$ cat src/rtl/wave_pkg.sv
// Shared wave-distortion math and frame typedefs for the wave writer and reader.
// wave_offset() gives the combined offset; the reader pipelines the same helper functions.
package wave_pkg;

  localparam int WIDTH  = 240;
  localparam int HEIGHT = 320;

  typedef logic [6:0]         pixel_t;
  typedef logic [10:0]        hcount_t;
  typedef logic [9:0]         vcount_t;
  typedef logic signed [9:0]  hterm_t;
  typedef logic signed [15:0] offset_t;

  function automatic hterm_t wave_top(input hterm_t h);
    return (h - 10'sd240) >>> 3;
  endfunction

  function automatic hterm_t wave_mid(input hterm_t h);
    return (h - 10'sd120) >>> 4;
  endfunction

  function automatic hterm_t wave_bot(input hterm_t h);
    return (-h) >>> 3;
  endfunction

  function automatic offset_t wave_product(input hterm_t a, input hterm_t b);
    return offset_t'(a) * offset_t'(b);
  endfunction

  function automatic offset_t wave_offset(input hcount_t hc, input logic en);
    hterm_t h;
    h = $signed({1'b0, hc[8:0]});
    if (!en) return '0;
    return (hc > 11'd120) ? wave_product(wave_mid(h), wave_top(h))
                          : wave_product(wave_mid(h), wave_bot(h));
  endfunction

endpackage

$ cat src/rtl/wave_unwarp_reader_if.sv
// Video coordinate / BRAM read / pixel return bundle for the unwarp reader.
interface wave_unwarp_reader_if #(
  parameter int ADDR_W = 17
);
  import wave_pkg::*;

  hcount_t           hcount_in;
  vcount_t           vcount_in;
  logic              data_valid_in;
  logic              wave_en_in;
  logic [ADDR_W-1:0] addr_out;
  pixel_t            rdata_in;
  hcount_t           hcount_out;
  vcount_t           vcount_out;
  logic              data_valid_out;
  pixel_t            pixel_out;

  modport master (
    output hcount_in, vcount_in, data_valid_in, wave_en_in, rdata_in,
    input  addr_out, hcount_out, vcount_out, data_valid_out, pixel_out
  );

  modport slave (
    input  hcount_in, vcount_in, data_valid_in, wave_en_in, rdata_in,
    output addr_out, hcount_out, vcount_out, data_valid_out, pixel_out
  );
endinterface

$ cat src/rtl/pipe_delay.sv
// Fixed-depth shift register with asynchronous active-low clear.
module pipe_delay #(
  parameter int W     = 1,
  parameter int DEPTH = 1
) (
  input  logic         clk_in,
  input  logic         rst_in,
  input  logic [W-1:0] d,
  output logic [W-1:0] q
);

  logic [W-1:0] stage [DEPTH];

  always_ff @(posedge clk_in or negedge rst_in) begin
    if (!rst_in) begin
      for (int i = 0; i < DEPTH; i++) stage[i] <= '0;
    end else begin
      stage[0] <= d;
      for (int i = 1; i < DEPTH; i++) stage[i] <= stage[i-1];
    end
  end

  assign q = stage[DEPTH-1];

endmodule

$ cat src/rtl/wave_unwarp_reader.sv
// Inverse wave row offset, BRAM read address generation and pixel return with
// the timing sideband re-aligned to the returned pixel.
module wave_unwarp_reader
  import wave_pkg::*;
#(
  parameter int WIDTH    = wave_pkg::WIDTH,
  parameter int HEIGHT   = wave_pkg::HEIGHT,
  parameter int READ_LAT = 2,
  parameter int ADDR_W   = 17
) (
  input  logic               clk_in,
  input  logic               rst_in,
  wave_unwarp_reader_if.slave bus
);

  localparam int LAT  = 4 + READ_LAT;
  localparam int SB_W = 2 + $bits(hcount_t) + $bits(vcount_t);

  // Single wrap is enough: the offset never exceeds one frame height.
  function automatic logic signed [11:0] wrap_row(input logic signed [11:0] s);
    if (s < 0) return s + $signed(12'(HEIGHT));
    else if (s >= $signed(12'(HEIGHT))) return s - $signed(12'(HEIGHT));
    return s;
  endfunction

  hterm_t             h_s0;
  logic               in_range_s0;
  logic               vld_p1, en_p1, gt_p1;
  logic [8:0]         h_p1;
  vcount_t            v_p1;
  hterm_t             top_p1, mid_p1, bot_p1;
  logic               vld_p2;
  logic [8:0]         h_p2;
  vcount_t            v_p2;
  offset_t            off_p2;
  logic               vld_p3;
  logic [8:0]         h_p3;
  logic signed [11:0] row_p3;
  logic [ADDR_W-1:0]  addr_p3;

  assign h_s0        = $signed({1'b0, bus.hcount_in[8:0]});
  assign in_range_s0 = (bus.hcount_in < 11'(WIDTH)) && (bus.vcount_in < 10'(HEIGHT));

  // S1: wave terms from the raw column
  always_ff @(posedge clk_in or negedge rst_in) begin
    if (!rst_in) begin
      vld_p1 <= 1'b0;
      en_p1  <= 1'b0;
      gt_p1  <= 1'b0;
      h_p1   <= '0;
      v_p1   <= '0;
      top_p1 <= '0;
      mid_p1 <= '0;
      bot_p1 <= '0;
    end else begin
      vld_p1 <= bus.data_valid_in;
      en_p1  <= bus.wave_en_in;
      gt_p1  <= bus.hcount_in > 11'd120;
      h_p1   <= bus.hcount_in[8:0];
      v_p1   <= bus.vcount_in;
      top_p1 <= wave_top(h_s0);
      mid_p1 <= wave_mid(h_s0);
      bot_p1 <= wave_bot(h_s0);
    end
  end

  // S2: row offset
  always_ff @(posedge clk_in or negedge rst_in) begin
    if (!rst_in) begin
      vld_p2 <= 1'b0;
      h_p2   <= '0;
      v_p2   <= '0;
      off_p2 <= '0;
    end else begin
      vld_p2 <= vld_p1;
      h_p2   <= h_p1;
      v_p2   <= v_p1;
      if (!en_p1)     off_p2 <= '0;
      else if (gt_p1) off_p2 <= wave_product(mid_p1, top_p1);
      else            off_p2 <= wave_product(mid_p1, bot_p1);
    end
  end

  // S3: inverse offset and wrap into the frame
  always_ff @(posedge clk_in or negedge rst_in) begin
    if (!rst_in) begin
      vld_p3 <= 1'b0;
      h_p3   <= '0;
      row_p3 <= '0;
    end else begin
      vld_p3 <= vld_p2;
      h_p3   <= h_p2;
      row_p3 <= wrap_row($signed(12'($signed({6'b0, v_p2}) - off_p2)));
    end
  end

  assign addr_p3 = ADDR_W'($unsigned(row_p3)) * ADDR_W'(WIDTH) + ADDR_W'(h_p3);

  // S4: BRAM address, held across invalid slots
  always_ff @(posedge clk_in or negedge rst_in) begin
    if (!rst_in)     bus.addr_out <= '0;
    else if (vld_p3) bus.addr_out <= addr_p3;
  end

  logic [SB_W-1:0] sb_d, sb_q;
  logic            sb_vld, sb_rng;
  hcount_t         sb_h;
  vcount_t         sb_v;

  assign sb_d = {bus.data_valid_in, in_range_s0, bus.hcount_in, bus.vcount_in};
  assign {sb_vld, sb_rng, sb_h, sb_v} = sb_q;

  pipe_delay #(
    .W     (SB_W),
    .DEPTH (LAT)
  ) u_sideband (
    .clk_in (clk_in),
    .rst_in (rst_in),
    .d      (sb_d),
    .q      (sb_q)
  );

  // Output: pixel joined with its delayed sideband
  always_ff @(posedge clk_in or negedge rst_in) begin
    if (!rst_in) begin
      bus.data_valid_out <= 1'b0;
      bus.hcount_out     <= '0;
      bus.vcount_out     <= '0;
      bus.pixel_out      <= '0;
    end else begin
      bus.data_valid_out <= sb_vld;
      bus.hcount_out     <= sb_h;
      bus.vcount_out     <= sb_v;
      bus.pixel_out      <= (sb_vld && sb_rng) ? bus.rdata_in : '0;
    end
  end

endmodule
$ cat src/flat_wrapper.sv
// flat-port wrapper written by rule: the top's interface ports become plain ports
module wave_unwarp_reader_flat import wave_pkg::*;
#(
  parameter int WIDTH    = wave_pkg::WIDTH,
  parameter int HEIGHT   = wave_pkg::HEIGHT,
  parameter int READ_LAT = 2,
  parameter int ADDR_W   = 17
)
  (clk_in, rst_in, bus_hcount_in, bus_vcount_in, bus_data_valid_in, bus_wave_en_in, bus_rdata_in, bus_addr_out, bus_hcount_out, bus_vcount_out, bus_data_valid_out, bus_pixel_out);
  wave_unwarp_reader_if #(.ADDR_W(ADDR_W)) bus_i ();
  input  logic clk_in;
  input  logic rst_in;
  input wire logic [$bits(bus_i.hcount_in)-1:0] bus_hcount_in;
  input wire logic [$bits(bus_i.vcount_in)-1:0] bus_vcount_in;
  input wire logic [$bits(bus_i.data_valid_in)-1:0] bus_data_valid_in;
  input wire logic [$bits(bus_i.wave_en_in)-1:0] bus_wave_en_in;
  input wire logic [$bits(bus_i.rdata_in)-1:0] bus_rdata_in;
  output wire logic [$bits(bus_i.addr_out)-1:0] bus_addr_out;
  output wire logic [$bits(bus_i.hcount_out)-1:0] bus_hcount_out;
  output wire logic [$bits(bus_i.vcount_out)-1:0] bus_vcount_out;
  output wire logic [$bits(bus_i.data_valid_out)-1:0] bus_data_valid_out;
  output wire logic [$bits(bus_i.pixel_out)-1:0] bus_pixel_out;
  assign bus_i.hcount_in = bus_hcount_in;
  assign bus_i.vcount_in = bus_vcount_in;
  assign bus_i.data_valid_in = bus_data_valid_in;
  assign bus_i.wave_en_in = bus_wave_en_in;
  assign bus_i.rdata_in = bus_rdata_in;
  assign bus_addr_out = bus_i.addr_out;
  assign bus_hcount_out = bus_i.hcount_out;
  assign bus_vcount_out = bus_i.vcount_out;
  assign bus_data_valid_out = bus_i.data_valid_out;
  assign bus_pixel_out = bus_i.pixel_out;
  wave_unwarp_reader #(.WIDTH(WIDTH), .HEIGHT(HEIGHT), .READ_LAT(READ_LAT), .ADDR_W(ADDR_W)) u_core (.clk_in(clk_in), .rst_in(rst_in), .bus(bus_i));
endmodule
$ cat config.mk
export PLATFORM = sky130hd
export DESIGN_NAME = wave_unwarp_reader_flat
export DESIGN_NICKNAME = d
export VERILOG_FILES = /design/src/rtl/wave_pkg.sv /design/src/rtl/wave_unwarp_reader_if.sv /design/src/rtl/pipe_delay.sv /design/src/rtl/wave_unwarp_reader.sv /design/src/flat_wrapper.sv
export SDC_FILE = /design/constraint.sdc
export NUM_CORES = 1
export LEC_CHECK = 0
export CAP_MARGIN = 30
export CORE_MARGIN = 10
export CORE_UTILIZATION = 55
export DETAILED_ROUTE_END_ITERATION = 10
export PLACE_DENSITY = 0.75
export SLEW_MARGIN = 20
export SYNTH_ARGS = -nofsm -noshare
export SYNTH_HDL_FRONTEND = slang
export SYNTH_SLANG_ARGS = --single-unit
$ cat constraint.sdc
create_clock -name clk_in -period 12.9 [get_ports clk_in]
set_input_delay 2.58 -clock clk_in [delete_from_list [all_inputs] [get_ports clk_in]]
set_output_delay 2.58 -clock clk_in [all_outputs]
set_load 0.1 [all_outputs]
* Yosys cells after proc, flatten, opt, wreduce, memory -nomap -nowiden
Index checks and enable logic that the tools add are counted.
** Cells by class
- Add/subtract/negate cells :: 7
- $mul :: 3
- Divide/modulo/power cells :: 0
- Magnitude comparators :: 5
- Equality and inequality tests :: 0
- Shift-type cells :: 0
- Multiplexer cells :: 8
- Bitwise logic cells :: 0
- Reduce and logical (&&, ||, !) cells :: 2
** Operators by type and width (count)
- 12-bit two-way mux :: 5
- 6-bit by 7-bit multiplier with 12-bit output :: 2
- 17-bit by 9-bit adder with 17-bit output :: 1
- 12-bit by 4-bit multiplier with 13-bit output (second input constant) :: 1
- 12-bit by 10-bit adder with 12-bit output (second input constant) :: 1
- 12-bit by 10-bit >= comparator with 1-bit output (second input constant) :: 1
- 12-bit by 1-bit < comparator with 1-bit output (second input constant) :: 1
- 11-bit by 12-bit subtractor with 12-bit output :: 1
- 12-bit by 10-bit subtractor with 12-bit output (second input constant) :: 1
- 11-bit by 7-bit greater-than comparator with 1-bit output (second input constant) :: 1
- 11-bit by 8-bit < comparator with 1-bit output (second input constant) :: 1
- 10-bit by 9-bit < comparator with 1-bit output (second input constant) :: 1
- 9-bit negation with 10-bit output :: 1
- 9-bit by 7-bit subtractor with 10-bit output (second input constant) :: 1
- 9-bit by 8-bit subtractor with 10-bit output (second input constant) :: 1
- 7-bit two-way mux :: 1
- 1-bit logical AND :: 2
- 1-bit two-way mux :: 2
** Word-level totals
- Flip-flop bits (word level) :: 280
- Latch bits :: 0
- Memory bits (writable) :: 0
- ROM bits :: 0
- Output and inout bits :: 46
- Word-level logic and storage cells :: 51
- Memories kept :: 0

* Longest topological paths before layout
Gate-level depths: netlist (run 1).
- Depth after elaboration :: 5
- Depth in mapped cells :: 17
- Depth with buffers taken out :: 16

* Hierarchy
From an unflattened synthesis (run 1), not the netlist that was laid out.
** Second synthesis, totals
- Cells, all modules :: 973
- Area, all modules :: 12721.0 um^2
** By module, submodules not included
- wave_unwarp_reader :: instances 1, cells each 812, area an instance 9095.0 um^2, seq. area each 3528.4 um^2
- pipe_delay :: instances 1, cells each 161, area an instance 3626.0 um^2, seq. area each 3453.3 um^2

* Worst setup path before layout (run 1)
Ideal clock, no wire load.
- Path type :: register to register
- Start point :: register u_core.mid_p1[5] (netlist name)
- End point :: register u_core.off_p2[11]
- Setup time :: 119 ps
- Arrival time :: 4304 ps
- Data required time :: 12781 ps
- Slack :: 8477 ps
- Cell stages (with the launch flop) :: 17
- Path buffers :: 1
- Clock period less this slack :: 4423 ps
- Path through :: dfrtp_1 clkbuf_1 nand2b_1 fa_1 fa_1 inv_1 fa_1 fa_1 ha_1 a21o_1 a21oi_1 o21bai_1 a21oi_1 o21ai_0 xnor2_1 mux2i_1 and2_1
** Between the ends
- Cells in the longest elaborated chain, start to end :: 3
** Ends and longest elaborated chain
- 6-bit by 7-bit multiplier with 12-bit output :: RTL line wave_pkg.sv:27 : return offset_t'(a) * offset_t'(b);
- 12-bit two-way mux (*) :: RTL line wave_unwarp_reader.sv:79 : else if (gt_p1) off_p2 <= wave_product(mid_p1, top_p1);
- 12-bit two-way mux (*) :: RTL line wave_unwarp_reader.sv:78 : if (!en_p1) off_p2 <= '0;
- end signal, assigned :: RTL line wave_unwarp_reader.sv:79
- end signal, assigned :: RTL line wave_unwarp_reader.sv:80 : else off_p2 <= wave_product(mid_p1, bot_p1);
- end, declared :: RTL line wave_unwarp_reader.sv:35 : offset_t off_p2;
Mark *: on every way between the ends. The rest lies on a longest branch, timed or not.
A chain may end at the register's enable or synchronous reset.

* Worst setup path after layout (run 1)
- Start point :: register u_core.mid_p1[5] (netlist name)
- End point :: register u_core.off_p2[11]
** Between the ends
- Cells in the longest elaborated chain, start to end :: 3
** Ends and longest elaborated chain (RTL line)
- 6-bit by 7-bit multiplier with 12-bit output :: wave_pkg.sv:27
- 12-bit two-way mux (*) :: wave_unwarp_reader.sv:79
- 12-bit two-way mux (*) :: wave_unwarp_reader.sv:78
Marked as above.

==> impl_results.md, run 1 <==
* Synth async-reset ratio at 100.0%
* Hold/Removal Path Class: flip-flop to flip-flop
* Post-route ant nets at 0
* RD Place Congestion at 0.8431
* Drt wl/cell at 15.95 um
* Crit Path Max Fanout at 16
* Drc violations at 0
* H-tree Lvls at 1
* Via count at 6382
* Placed cells at 1215
* Post-synth top flop: dfrtp_1
* Min Tclk post-route at 4759 ps
* Overflow after GRT at 0
* Clk slew on worst S/H paths at 70 ps
* Worst slew pin tran at 998.6 ps
* Vias in the first global route at 7042
* Flops & latches, synth at 229
* CTS Sinks at 229
* Post-Route WL at 20.08 mm
* Post-Place Setup Slack at 8104 ps
* Crit path DAT at 5150 ps
* Required time worst endpoint at 13300 ps
* Final Max Slew Viols at 0
* Post-Synth Simple-Gate Area at 9.700%
* Compound-gate portion of the synthesized area at 6.043%
* Postcts setup bufs at 0
* CTS buffer count at 23
* Die width at 162.8 um
* Number of antenna violations at the first check in global routing at 0
* Clk root buf: clkbuf_16
* Clock latency on the worst-skew pair at 510 ps
* Mapped Nets at 1066
* Drt first pass iters at 5
* Final Cycle Share at 36.89%
* First-pass GRT wire length at 34.64 mm
* Largest family of logic cells by synthesized area: adder cells
* Crit end category: flip-flop
* Final hold viol count at 0
* Count of cell types in the netlist at 63
* Layout cell share with drive strength beyond 1 at 6.067%
* Post-route setup slack at 8141 ps
* Cts repair resizes at 0
* Number of port buffers at 77
* Final HPWL DP at 14.19 mm
* Die Y at 162.8 um
* Starting Density at 55.64%
* Post-CTS Hold Fix Bufs at 0
* Fin Setup TNS at 0 ps
* Post-synthesis cell area at 11220 um2
* Finished Cell Area at 13110 um2
* Tot GR Track Use at 15.99%
* Yosys Warn Count at 0
* Fin Clk Skew at 7.816 ps
* Rel. slew slack at 33.22%
* Number of max-cap violations at 0
* RSZ-0062 raised after global routing: no
* Area share of fa/ha/maj cells after synthesis at 21.99%
* Register area share after synthesis at 51.06%
* Core box area at 20170 um2
* Mux cell area share after synthesis at 1.516%
* Layout area overhead at 16.81%
* Layout net count at 1156
* CP startpoint kind: flip-flop
* Io pins at 78
* Avg Inst Size Synth at 12.71 um2
* Fmax at 210.1 MHz
* Worst setup path class: flip-flop to flip-flop
* Synth Instances at 883
* Reg2reg setup slack at 8140 ps
* Largest net degree at the start of global routing at 153
* Final Setup Violations at 0
* Synth Area in XOR/XNOR at 5.530%
* Diode count at 0
* DR vias/cell at 5.069
* CTS tree: yes
* EDFF count, synth at 0
* Rows at 52
* Starting DRT DRC Count at 269
* Non-filler cells in the finished layout at 1259
* DP Area at 12280 um2
* Status: complete, no violations
* CTS max path bufs at 3
* Die area at 26520 um2
-- final timing paths --
check	start	cells past startpoint	endpoint
max reg2reg	u_core.mid_p1[5]	15	u_core.off_p2[11]
min in group asynchronous	rst_in	1	u_core.bus.hcount_out[3]
max	u_core.mid_p1[5]	15	u_core.off_p2[11]
min reg2reg	u_core.u_sideband.stage[60]	0	u_core.u_sideband.stage[37]
min	u_core.u_sideband.stage[60]	0	u_core.u_sideband.stage[37]
max in group asynchronous	rst_in	4	u_core.off_p2[2]
-- synth_stat cells, drive strengths merged (9+ instances only) --
| library cell | instances | area share, % |
|---|---|---|
| a21o | 11 | 0.74 |
| a21oi | 29 | 1.3 |
| and2 | 56 | 3.1 |
| and3 | 9 | 0.50 |
| clkbuf | 14 | 0.47 |
| dfrtp | 229 | 51 |
| fa | 77 | 14 |
| ha | 74 | 8.3 |
| inv | 108 | 3.6 |
| nand2 | 44 | 1.5 |
| nand3 | 9 | 0.40 |
| nor2 | 23 | 0.84 |
| nor2b | 20 | 1.1 |
| o21ai | 16 | 0.75 |
| xnor2 | 47 | 3.7 |
| xor2 | 23 | 1.8 |
-- cells in the final DEF (no fill, tap or decap), drive strengths merged, types with 20 or more instances in the layout --
cell type	n
ha	74
inv	109
fa	77
and2	56
nor2b	20
xor2	23
clkdlybuf4s50	76
dfrtp	229
clkbuf	33
nand2	44
a21oi	29
nor2	23
xnor2	47
-- critical path, stage by stage, from the launching register on --
cell and delay, ps:
dfrtp_1 700, nand2b_1 170, fa_1 530, fa_1 540, inv_1 50, fa_1 570
fa_1 470, ha_1 310, a21o_1 170, a21oi_1 220, o21bai_1 90, a21oi_1 220
o21ai_0 140, xnor2_1 180, mux2i_1 90, and2_1 180
-- per-stage QoR --
stage               hold slack (ps)  util, %
global placement              331.2    60.89
finish                        342.0    64.99
floorplan                     331.2        -
global route                  350.2    64.99
detailed placement            334.7    60.89
CTS                           344.8    64.65
-- final cells by class --
| type | count | area (um2) |
|---|---|---|
| timing repair buffer | 81 | 853.3 |
| inverter | 108 | 405.4 |
| sequential | 229 | 5731 |
| clock inverter | 8 | 113.9 |
| fill | 1475 | 7061 |
| multi-input combinational | 530 | 5025 |
| clock buffer | 33 | 643.1 |
| tap | 270 | 337.8 |
-- registers in the layout, summed over array words and instances (netlist names), 10 cells and up --
name / cells
u_core.row_p3: 12
u_core.bus.vcount_out: 10
u_core.bus.hcount_out: 11
u_core.bus.addr_out: 17
u_core.u_sideband.stage: 70
u_core.u_sideband.q: 23
u_core.off_p2: 12
-- cell families after synthesis --
family	after synthesis
AO/OA/AOI/OAI	97
XOR/XNOR	70
adder cells (fa/ha/maj)	151
buffers and inverters	124
flip-flops	229
multiplexers	16
AND/OR/NAND/NOR	196
-- routing by layer --
metal | track usage, % | part of all wire [%] | vias up
li1 | - | - | 3026
met1 | 19.25 | 40 | 3188
met2 | 28.52 | 53 | 133
met3 | 2.452 | 4.9 | 35
met4 | 5.656 | 2.7 | 0
met5 | 0 | 0 | -
Power of run 1 is left out: the tool's default activity adds up to more than one toggle a clock period on the data nets, which glitch-free logic cannot reach.
==> inputs of run 2 (changes only) <==
==> constraint.sdc (replaced) <==
create_clock -name clk_in -period 4.7 [get_ports clk_in]
set_input_delay 0.94 -clock clk_in [delete_from_list [all_inputs] [get_ports clk_in]]
set_output_delay 0.94 -clock clk_in [all_outputs]
set_load 0.1 [all_outputs]
==> impl_results.md, run 2 (synthesized netlist as in run 1, its figures left out) <==
* Leading cell type in the layout, fill and taps excluded: dfrtp_1
* Crit path DAT at 4880 ps
* Required time worst endpoint at 5090 ps
* RSZ-0062 raised after global routing: no
* R2R depth at 16
* Number of antenna violations at the first check in global routing at 0
* Starting Density at 55.64%
* Critical R2R Capture: u_core.off_p2[10]
* Drt wl/cell at 16.82 um
* Number of port buffers at 77
* Register area at 5732 um2
* Reg-to-Reg Start: u_core.top_p1[3]
* Vias in the first global route at 7029
* Die width at 162.8 um
* First-pass GRT wire length at 36.65 mm
* Min Tclk post-route at 4488 ps
* Layout cell share with drive strength beyond 1 at 7.538%
* Final Max Slew Viols at 0
* Clk slew on worst S/H paths at 70 ps
* Post-route ant nets at 0
* Most frequent cells in the layout: 228 x dfrtp_1, 108 x inv_1, 77 x fa_1
* Worst setup path class: flip-flop to flip-flop
* Clk root buf: clkbuf_16
* DP Area at 12380 um2
* Hold endpoint: u_core.v_p2[2]
* Fin Clk Skew at 22.71 ps
* Starting DRT DRC Count at 335
* Finished Cell Area at 13130 um2
* Hold/Removal Path Class: flip-flop to flip-flop
* Crit Path Max Fanout at 6
* Post-Route WL at 21.27 mm
* Area of the multi-input gates at 5040 um2
* Status: complete, no violations
* Final Cycle Share at 95.49%
* Postcts setup bufs at 0
* Layout area overhead at 17.04%
* CP startpoint kind: flip-flop
* Drc violations at 0
* CTS max path bufs at 3
* Clock latency on the worst-skew pair at 520 ps
* CTS buffer count at 22
* Worst Hold Depth at 0
* Overflow after GRT at 0
* Die Y at 162.8 um
* Worst Hold Launch: u_core.v_p1[2]
* Final hold viol count at 0
* Rows at 52
* Fmax at 222.8 MHz
* Layout net count at 1163
* Diode count at 0
* Reg2reg setup slack at 210 ps
* Die area at 26520 um2
* Rel. slew slack at 32.30%
* Largest register FFs at 70
* Core box area at 20170 um2
* Reg with most FFs: u_core.u_sideband.stage
* Fin Setup TNS at 0 ps
* Largest net degree at the start of global routing at 137
* # fillers at 1464
* RD Place Congestion at 0.8681
* Via count at 6411
* H-tree Lvls at 1
* Io pins at 78
* Final Setup Violations at 0
* Drt first pass iters at 4
* DR vias/cell at 5.068
* CTS tree: yes
* Final HPWL DP at 15.10 mm
* Tot GR Track Use at 17.12%
* Crit end category: flip-flop
* Worst slew pin tran at 1012 ps
* CTS Sinks at 229
* Number of max-cap violations at 0
## run 2: cell types whose count changed in the layout (fill, tap and decap cells not counted), moves of 2 or more
cell      change
clkinv_2      +2
a21oi_2       +4
clkbuf_8      +3
buf_16        -2
clkbuf_1      -4
a21oi_1       -4
buf_4        +10
## run 2: worst max-delay path, stage by stage, from the launching register on
cell and delay (ps):
dfrtp_1 430, and2_1 210, fa_1 530, inv_1 50
fa_1 470, inv_1 50, fa_1 570, fa_1 480
fa_1 490, a21oi_1 170, o21bai_1 110, a21o_1 190
a21oi_1 160, xnor2_1 80, nand2_1 60, o21ai_0 100
and2_1 200
## run 2: layer usage
metal | up-vias | routed length, um | track usage (%)
met5 | - | 0 | 0
met4 | 0 | 607 | 5.656
met3 | 40 | 861 | 2.275
met2 | 129 | 11220 | 31.08
met1 | 3202 | 8586 | 20.51
li1 | 3040 | - | -
## run 2: final cells by class
class                      instances  area share, %
clock buffer                      31          4.906
clock inverter                     8         0.7335
inverter                         108          3.087
multi-input combinational        530          38.37
sequential                       229          43.64
tap                              270          2.572
timing repair buffer              89          6.688
## run 2: what timing repair did
action | CTS | global route
hold buffers | 0 | 0
setup endpoints to repair | 0 | 1
resized for setup | 0 | 5
hold endpoints to repair | 0 | 0
## run 2: through the flow
step / util (%) / hold WS (ps) / cells / setup slack (ps)
global placement: 61.36 / 331.2 / 1226 / 259.5
detailed placement: 61.36 / 334.7 / 1226 / 202.3
floorplan: - / 331.2 / 883 / 277.0
global route: 65.12 / 348.7 / 1265 / 15.48
CTS: 65.04 / 341.5 / 1265 / 180.1
finish: 65.12 / 340.5 / 1265 / 211.9
## run 2: worst max-delay path by stage
stage	startpoint	to	slack, ps	depth (start not counted)
after floorplan	u_core.mid_p1[5]	u_core.off_p2[11]	280	16
after global placement	u_core.h_p1[3]	u_core.off_p2[11]	260	15
after detailed placement	u_core.h_p1[3]	u_core.off_p2[11]	200	15
after CTS	u_core.top_p1[3]	u_core.off_p2[11]	180	16
after global routing	u_core.top_p1[3]	u_core.off_p2[11]	20	16
final	u_core.top_p1[3]	u_core.off_p2[10]	210	16
Power of run 2 is left out for the same reason.
